File: src/rtl/counter_pkg.sv
// -----------------------------------------------------------------------------
// counter_pkg
// Shared definitions for the counter/timer blocks.
//   state_t       : FSM encoding used by down_timer (IDLE, RUN, HOLD).
//   DEFAULT_WIDTH : default width of the load value and count register.
// -----------------------------------------------------------------------------
package counter_pkg;

    localparam int DEFAULT_WIDTH = 4;

    typedef enum logic [1:0] {
        IDLE = 2'd0,
        RUN  = 2'd1,
        HOLD = 2'd2
    } state_t;

endpackage : counter_pkg

File: src/rtl/down_timer_if.sv
// -----------------------------------------------------------------------------
// down_timer_if
// Control/status bundle of the down_timer.
//   load_val : start value, sampled only on an accepted start
//   start    : level request, accepted only while idle
//   pause    : level, freezes the count while a run is in progress
//   abort    : level, cancels a run in progress without a done pulse
//   count    : current counter value (registered)
//   busy     : high while a run is in progress
//   done     : single-cycle terminal-count pulse
// Modports: master drives the controls, slave is the timer itself.
// -----------------------------------------------------------------------------
interface down_timer_if
    import counter_pkg::*;
#(
    parameter int WIDTH = DEFAULT_WIDTH
) ();

    logic [WIDTH-1:0] load_val;
    logic             start;
    logic             pause;
    logic             abort;
    logic [WIDTH-1:0] count;
    logic             busy;
    logic             done;

    modport master (
        output load_val, start, pause, abort,
        input  count, busy, done
    );

    modport slave (
        input  load_val, start, pause, abort,
        output count, busy, done
    );

endinterface : down_timer_if

File: src/rtl/down_count_core.sv
// -----------------------------------------------------------------------------
// down_count_core
// WIDTH-bit down-count register with synchronous load and decrement enable.
// Load has priority over decrement; a decrement from zero is suppressed so the
// register can never wrap. is_one_o is registered and always equals
// (count_o == 1), so the controlling FSM sees terminal count without a
// comparator on its own path.
//   clk        : clock
//   rst        : asynchronous active-low clear
//   load_i     : load load_val_i on the next edge
//   load_val_i : value to load
//   dec_i      : decrement on the next edge (ignored when load_i is high)
//   count_o    : current count
//   is_one_o   : registered flag, count_o == 1
// -----------------------------------------------------------------------------
module down_count_core #(
    parameter int WIDTH = 4
) (
    input  logic             clk,
    input  logic             rst,
    input  logic             load_i,
    input  logic [WIDTH-1:0] load_val_i,
    input  logic             dec_i,
    output logic [WIDTH-1:0] count_o,
    output logic             is_one_o
);

    logic [WIDTH-1:0] count_q, count_d;
    logic             is_one_q;

    always_comb begin
        // NOTE: assign a default first so every path writes count_d; a missing
        // branch would otherwise infer a latch.
        count_d = count_q;
        if (load_i) begin
            count_d = load_val_i;
        end else if (dec_i && (count_q != '0)) begin
            count_d = count_q - 1'b1;
        end
    end

    // NOTE: sequential state uses non-blocking assignments only, so every
    // register samples the pre-edge values regardless of statement order.
    always_ff @(posedge clk or negedge rst) begin
        if (!rst) begin
            count_q  <= '0;
            is_one_q <= 1'b0;
        end else begin
            count_q  <= count_d;
            is_one_q <= (count_d == WIDTH'(1));
        end
    end

    assign count_o  = count_q;
    assign is_one_o = is_one_q;

endmodule : down_count_core

File: src/rtl/down_timer.sv
// -----------------------------------------------------------------------------
// down_timer
// Loadable, pausable, abortable one-shot down-counter with start/busy/done
// handshake. A start in IDLE loads load_val; the count then decrements each
// unpaused edge and done pulses for one cycle in the cycle count reaches 0.
// A zero load gives an immediate done pulse without entering RUN.
//   clk  : clock, all state updates on the rising edge
//   rst  : asynchronous active-low reset (no done is produced by a reset)
//   bus  : down_timer_if.slave (load_val/start/pause/abort in,
//          count/busy/done out, all outputs registered)
// Build option:
//   DOWN_TIMER_RELOAD_EN : periodic mode. The accepted load_val is kept in a
//   reload register; the edge that would reach 0 reloads it instead, pulses
//   done and stays busy in RUN until abort or reset.
// -----------------------------------------------------------------------------
module down_timer
    import counter_pkg::*;
#(
    parameter int WIDTH = DEFAULT_WIDTH   // legal range 2..16
) (
    input  logic           clk,
    input  logic           rst,
    down_timer_if.slave    bus
);

    state_t           state_q;
    logic             busy_q;
    logic             done_q;

    logic             core_load;
    logic [WIDTH-1:0] core_load_val;
    logic             core_dec;
    logic [WIDTH-1:0] core_count;
    logic             core_is_one;

`ifdef DOWN_TIMER_RELOAD_EN
    logic [WIDTH-1:0] reload_q;
`endif

    // Counter control, derived from the current state with the same priority
    // (abort, pause, terminal, decrement) as the FSM below.
    always_comb begin
        core_load     = 1'b0;
        core_load_val = bus.load_val;
        core_dec      = 1'b0;
        case (state_q)
            IDLE: begin
                // A zero load simply loads 0; the FSM turns it into a done pulse.
                core_load = bus.start;
            end
            RUN, HOLD: begin
                if (bus.abort) begin
                    core_load     = 1'b1;
                    core_load_val = '0;
                end else if (!bus.pause) begin
`ifdef DOWN_TIMER_RELOAD_EN
                    if (core_is_one) begin
                        core_load     = 1'b1;
                        core_load_val = reload_q;
                    end else begin
                        core_dec = 1'b1;
                    end
`else
                    core_dec = 1'b1;
`endif
                end
            end
            default: begin
                core_load     = 1'b1;
                core_load_val = '0;
            end
        endcase
    end

    down_count_core #(
        .WIDTH (WIDTH)
    ) u_core (
        .clk        (clk),
        .rst        (rst),
        .load_i     (core_load),
        .load_val_i (core_load_val),
        .dec_i      (core_dec),
        .count_o    (core_count),
        .is_one_o   (core_is_one)
    );

    always_ff @(posedge clk or negedge rst) begin
        if (!rst) begin
            state_q <= IDLE;
            busy_q  <= 1'b0;
            done_q  <= 1'b0;
        end else begin
            done_q <= 1'b0;
            case (state_q)
                IDLE: begin
                    // abort is deliberately not looked at while idle.
                    if (bus.start) begin
                        if (bus.load_val != '0) begin
                            state_q <= RUN;
                            busy_q  <= 1'b1;
                        end else begin
                            done_q <= 1'b1;
                        end
                    end
                end
                RUN, HOLD: begin
                    if (bus.abort) begin
                        state_q <= IDLE;
                        busy_q  <= 1'b0;
                    end else if (bus.pause) begin
                        state_q <= HOLD;
                    end else if (core_is_one) begin
                        done_q <= 1'b1;
`ifdef DOWN_TIMER_RELOAD_EN
                        state_q <= RUN;
`else
                        state_q <= IDLE;
                        busy_q  <= 1'b0;
`endif
                    end else begin
                        state_q <= RUN;
                    end
                end
                default: begin
                    state_q <= IDLE;
                    busy_q  <= 1'b0;
                end
            endcase
        end
    end

`ifdef DOWN_TIMER_RELOAD_EN
    // NOTE: the reload register is reset along with the rest of the state so
    // its contents are defined even though it is only read after a load.
    always_ff @(posedge clk or negedge rst) begin
        if (!rst) begin
            reload_q <= '0;
        end else if ((state_q == IDLE) && bus.start) begin
            reload_q <= bus.load_val;
        end
    end
`endif

    assign bus.count = core_count;
    assign bus.busy  = busy_q;
    assign bus.done  = done_q;

endmodule : down_timer

File: src/flat_wrapper.sv
// flat-port wrapper written by rule: the top's interface ports become plain ports
module down_timer_flat import counter_pkg::*;
#(
    parameter int WIDTH = DEFAULT_WIDTH                       
)
  (clk, rst, bus_load_val, bus_start, bus_pause, bus_abort, bus_count, bus_busy, bus_done);
  down_timer_if #(.WIDTH(WIDTH)) bus_i ();
  input  logic clk;
  input  logic rst;
  input wire logic [$bits(bus_i.load_val)-1:0] bus_load_val;
  input wire logic [$bits(bus_i.start)-1:0] bus_start;
  input wire logic [$bits(bus_i.pause)-1:0] bus_pause;
  input wire logic [$bits(bus_i.abort)-1:0] bus_abort;
  output wire logic [$bits(bus_i.count)-1:0] bus_count;
  output wire logic [$bits(bus_i.busy)-1:0] bus_busy;
  output wire logic [$bits(bus_i.done)-1:0] bus_done;
  assign bus_i.load_val = bus_load_val;
  assign bus_i.start = bus_start;
  assign bus_i.pause = bus_pause;
  assign bus_i.abort = bus_abort;
  assign bus_count = bus_i.count;
  assign bus_busy = bus_i.busy;
  assign bus_done = bus_i.done;
  down_timer #(.WIDTH(WIDTH)) u_core (.clk(clk), .rst(rst), .bus(bus_i));
endmodule
File: config.mk
export PLATFORM = sky130hd
export DESIGN_NAME = down_timer_flat
export DESIGN_NICKNAME = d
export VERILOG_FILES = /design/src/rtl/counter_pkg.sv /design/src/rtl/down_timer_if.sv /design/src/rtl/down_count_core.sv /design/src/rtl/down_timer.sv /design/src/flat_wrapper.sv
export SDC_FILE = /design/constraint.sdc
export NUM_CORES = 1
export LEC_CHECK = 0
export ABC_CLOCK_PERIOD_IN_PS = 2300
export CAP_MARGIN = 20
export CORE_AREA = 5 5 42 44
export DETAILED_ROUTE_END_ITERATION = 6
export DIE_AREA = 0 0 47 49
export PLACE_DENSITY = 0.68
export SYNTH_ARGS = -nofsm -noshare
export SYNTH_HDL_FRONTEND = slang
export SYNTH_SLANG_ARGS = --single-unit
export TNS_END_PERCENT = 100
File: constraint.sdc
create_clock -name clk -period 2.3 [get_ports clk]
set_clock_uncertainty 0.2 [all_clocks]
set_input_delay 0.23 -clock clk [delete_from_list [all_inputs] [get_ports clk]]
set_output_delay 0.23 -clock clk [all_outputs]
set_load 0.05 [all_outputs]
==> results of run 1 <==
cells by family (layout without fill, tap and decap cells):
| logic type | count (synthesis) | after routing | share of synthesized area (%) |
|---|---|---|---|
| AND/OR/NAND/NOR | 20 | 20 | 25.6 |
| AO/OA/AOI/OAI | 15 | 15 | 18.0 |
| flip-flops | 9 | 9 | 40.5 |
| buffers and inverters | 6 | 25 | 4.04 |
| adder cells (fa/ha/maj) | 3 | 3 | 6.74 |
| XOR/XNOR | 2 | 2 | 3.15 |
| multiplexers | 1 | 1 | 2.02 |
per-layer routing:
| layer | routed length (µm) | up-vias | track usage (%) |
|---|---|---|---|
| li1 | - | 239 | - |
| met1 | 518 | 205 | 15.3 |
| met2 | 533 | 6 | 15.2 |
| met3 | 37 | 4 | 1.85 |
| met4 | 29 | 0 | 9.68 |
| met5 | 0 | - | 0 |
per-stage QoR:
step                cell area (µm²)  hold slack, ns  power (mW)  cells
finish                          751          0.0577        1.08     91
global route                    751          0.0854        1.17     91
CTS                             751          0.0614        1.09     91
detailed placement              724           0.309       0.971     87
global placement                724           0.299       0.978     87
floorplan                       557          -0.266       0.777     56
critical path: cells and delay by family (launching register included):
kind / cells / cell delay [ns]
buf+inv: 1 / 0.05
fa+ha+maj: 1 / 0.36
xor+xnor: 1 / 0.17
flops: 1 / 0.36
simple gates: 3 / 0.55
compound gates: 1 / 0.28
registers in the layout (all words and copies together) (netlist names):
register / flops
u_core.bus.busy: 1
u_core.state_q: 2
u_core.bus.done: 1
u_core.u_core.count_o: 4
u_core.u_core.is_one_o: 1
synthesized netlist by cell type, drive strengths merged, types with 2 or more instances:
cell    instances
dfrtp           9
o21ai           7
inv             6
a21oi           4
nand2           4
ha              3
nor2            3
a211oi          2
nand3           2
nor3b           2
or2b            2
final cells by class:
cell class	instances	area, µm²
multi-input combinational	41	309
sequential	9	225
fill	135	651
clock buffer	4	26.3
inverter	6	22.5
tap	16	20.0
timing repair buffer	15	148
power groups by stage:
stage / Sequential (mW) / Combinational (mW) / Clock, mW
final: 0.283 / 0.688 / 0.113
after global routing: 0.294 / 0.747 / 0.125
after CTS: 0.284 / 0.691 / 0.120
after detailed placement: 0.287 / 0.684 / 0
after global placement: 0.288 / 0.690 / 0
after floorplan: 0.427 / 0.350 / 0
what timing repair did:
item,CTS,global route
endpoints found under the setup margin,0,1
hold endpoints to repair,0,0
buffers inserted,0,0
resized for setup,0,1
worst min path at each step:
stage,from,slack [ns],end
after floorplan,rst,-0.27,u_core.bus.busy$_DFFE_PN0P_
after global placement,u_core.bus.busy$_DFFE_PN0P_,0.30,u_core.bus.busy$_DFFE_PN0P_
after detailed placement,u_core.bus.busy$_DFFE_PN0P_,0.31,u_core.bus.busy$_DFFE_PN0P_
after CTS,rst,0.06,u_core.u_core.count_o[3]$_DFF_PN0_
after global routing,rst,0.09,u_core.u_core.count_o[3]$_DFF_PN0_
final,rst,0.06,u_core.u_core.count_o[3]$_DFF_PN0_
==> flow_summary.ini, run 1 <==
[power]
pwr-share-comb_pct = 63.5
p_leak_nw = 0.313
p_per_area_nw_per_um2 = 1440
pwr-share-clk_pct = 10.4
seq_power_share_pct = 26.1
internal-power_mw = 0.583
irDropWorstVdd_mv = 0.843
p_switching_mw = 0.501
power_switching_share_pct = 46.2

[synth]
syn_inst = 56
synth_top_area_cell = dfrtp_1
syn_avg_cell_area_um2 = 9.94
syn_nets = 68
synth.cell_area_um2 = 557
synthArstFlopShare_pct = 100
synthDistinctLibCells = 27
yosys_warnings = 0
synth-seq-cells = 9
yosysSeqAreaShare_pct = 40.4
synth_area_leaders = dfrtp_1 40%, ha_1 6.7%, inv_1 4.0%, a21oi_1 3.6%, o21ai_0 3.6%
yosysTopAreaCellShare_pct = 40.4
synth_edf_count = 0
synth-main-ff-cell = dfrtp_1

[critical_path]
crit_path_start_kind = flop
worstPathMaxFanout = 7
cp_slowest_cell = dfrtp_1
crit_path_end_kind = flop
timing.rr.start = u_core.state_q[0]$_DFFE_PN0P_
r2r_end = u_core.u_core.is_one_o$_DFF_PN0_
slowest_delay_ns = 0.36
cp.arrival_ns = 2.01
reg2regPathDepth = 7
path_class = reg2reg
reg2reg_slack_ns = 0.21
cp_cell_sequence = inv_1 > ha_1 > nor3b_4 > nand3_1 > xor2_1 > a211oi_2 > nor4b_2
startpoint = u_core.state_q[0]$_DFFE_PN0P_
cp.required_ns = 2.23
cp-endpoint = u_core.u_core.is_one_o$_DFF_PN0_

[cts]
ctsHoldBuffers = 0
clkSlewWorstSetupHoldPaths_ns = 0.05
clk-insertion-delay-late_ns = 0.25
cts_buffer_depth = 2
htreeDepth = 1
clock-sinks = 9
clockRootBuffer = clkbuf_4
tritoncts = built
numCtsBuffers = 3

[final_layout]
drive_above_1_share_pct = 16.0
area_delta_synth_final_pct = 34.8
layout_common_cells = 14 x clkdlybuf4s50_1, 9 x dfrtp_1, 6 x inv_1, 4 x nand2_1, 4 x a21oi_1
insertedDiodeCount = 0
final_core_util_pct = 53.6
final_common_cell = clkdlybuf4s50_1
nets = 88

[drt]
drtIter0Drc = 4
antenna_left = 0
routedWlPerCell_um = 12.3
remaining_drc_errors = 0
vias = 454
via_per_inst = 4.99
dr.pass1.iters = 3
wirelength_mm = 1.12

[placement]
hpwl_um = 935
dp_slack_ns = 0.190
gp_congestion = 0.838
numPortBuffers = 14

[timing]
fmax_ghz = 0.479
fin_crit_ns = 2.09
fin_crit_sh_pct = 90.8
setup_viol = 0
finalHoldViolations = 0
rsz0062_at_grt = no
worst_pin_slew_ns = 0.501
timing.final.ws_setup_ns = 0.211
finalMaxSlewViolations = 0
max_slew_margin_pct = 66.5
tns_ns = 0

[hold_path]
hp-class = in2async

[global_routing]
grt_max_degree = 10
grt-ovfl-total = 0
first_global_vias = 428
grt_antenna_before_repair = 0
grt_pass1_wl_mm = 1.82
grt_util_all_layers_pct = 11.4

[floorplanning]
core_um2 = 1400
num_rows = 14
initial_core_util_pct = 39.7
dieArea_um2 = 2300
ios = 15
die_w_um = 47
die_h_um = 49

[status]
status = complete, no violations

[flow_run]
max_cap_violations = 0
Power figures use the tool's default switching activity.
==> run 2: changes to the inputs <==
CAP_MARGIN = default   (was 20)
HOLD_SLACK_MARGIN = 0.03   (was default)
SKIP_LAST_GASP = 1   (was default)
==> results of run 2 <==
Final layout, timing and power as in run 1 (identical DEF).
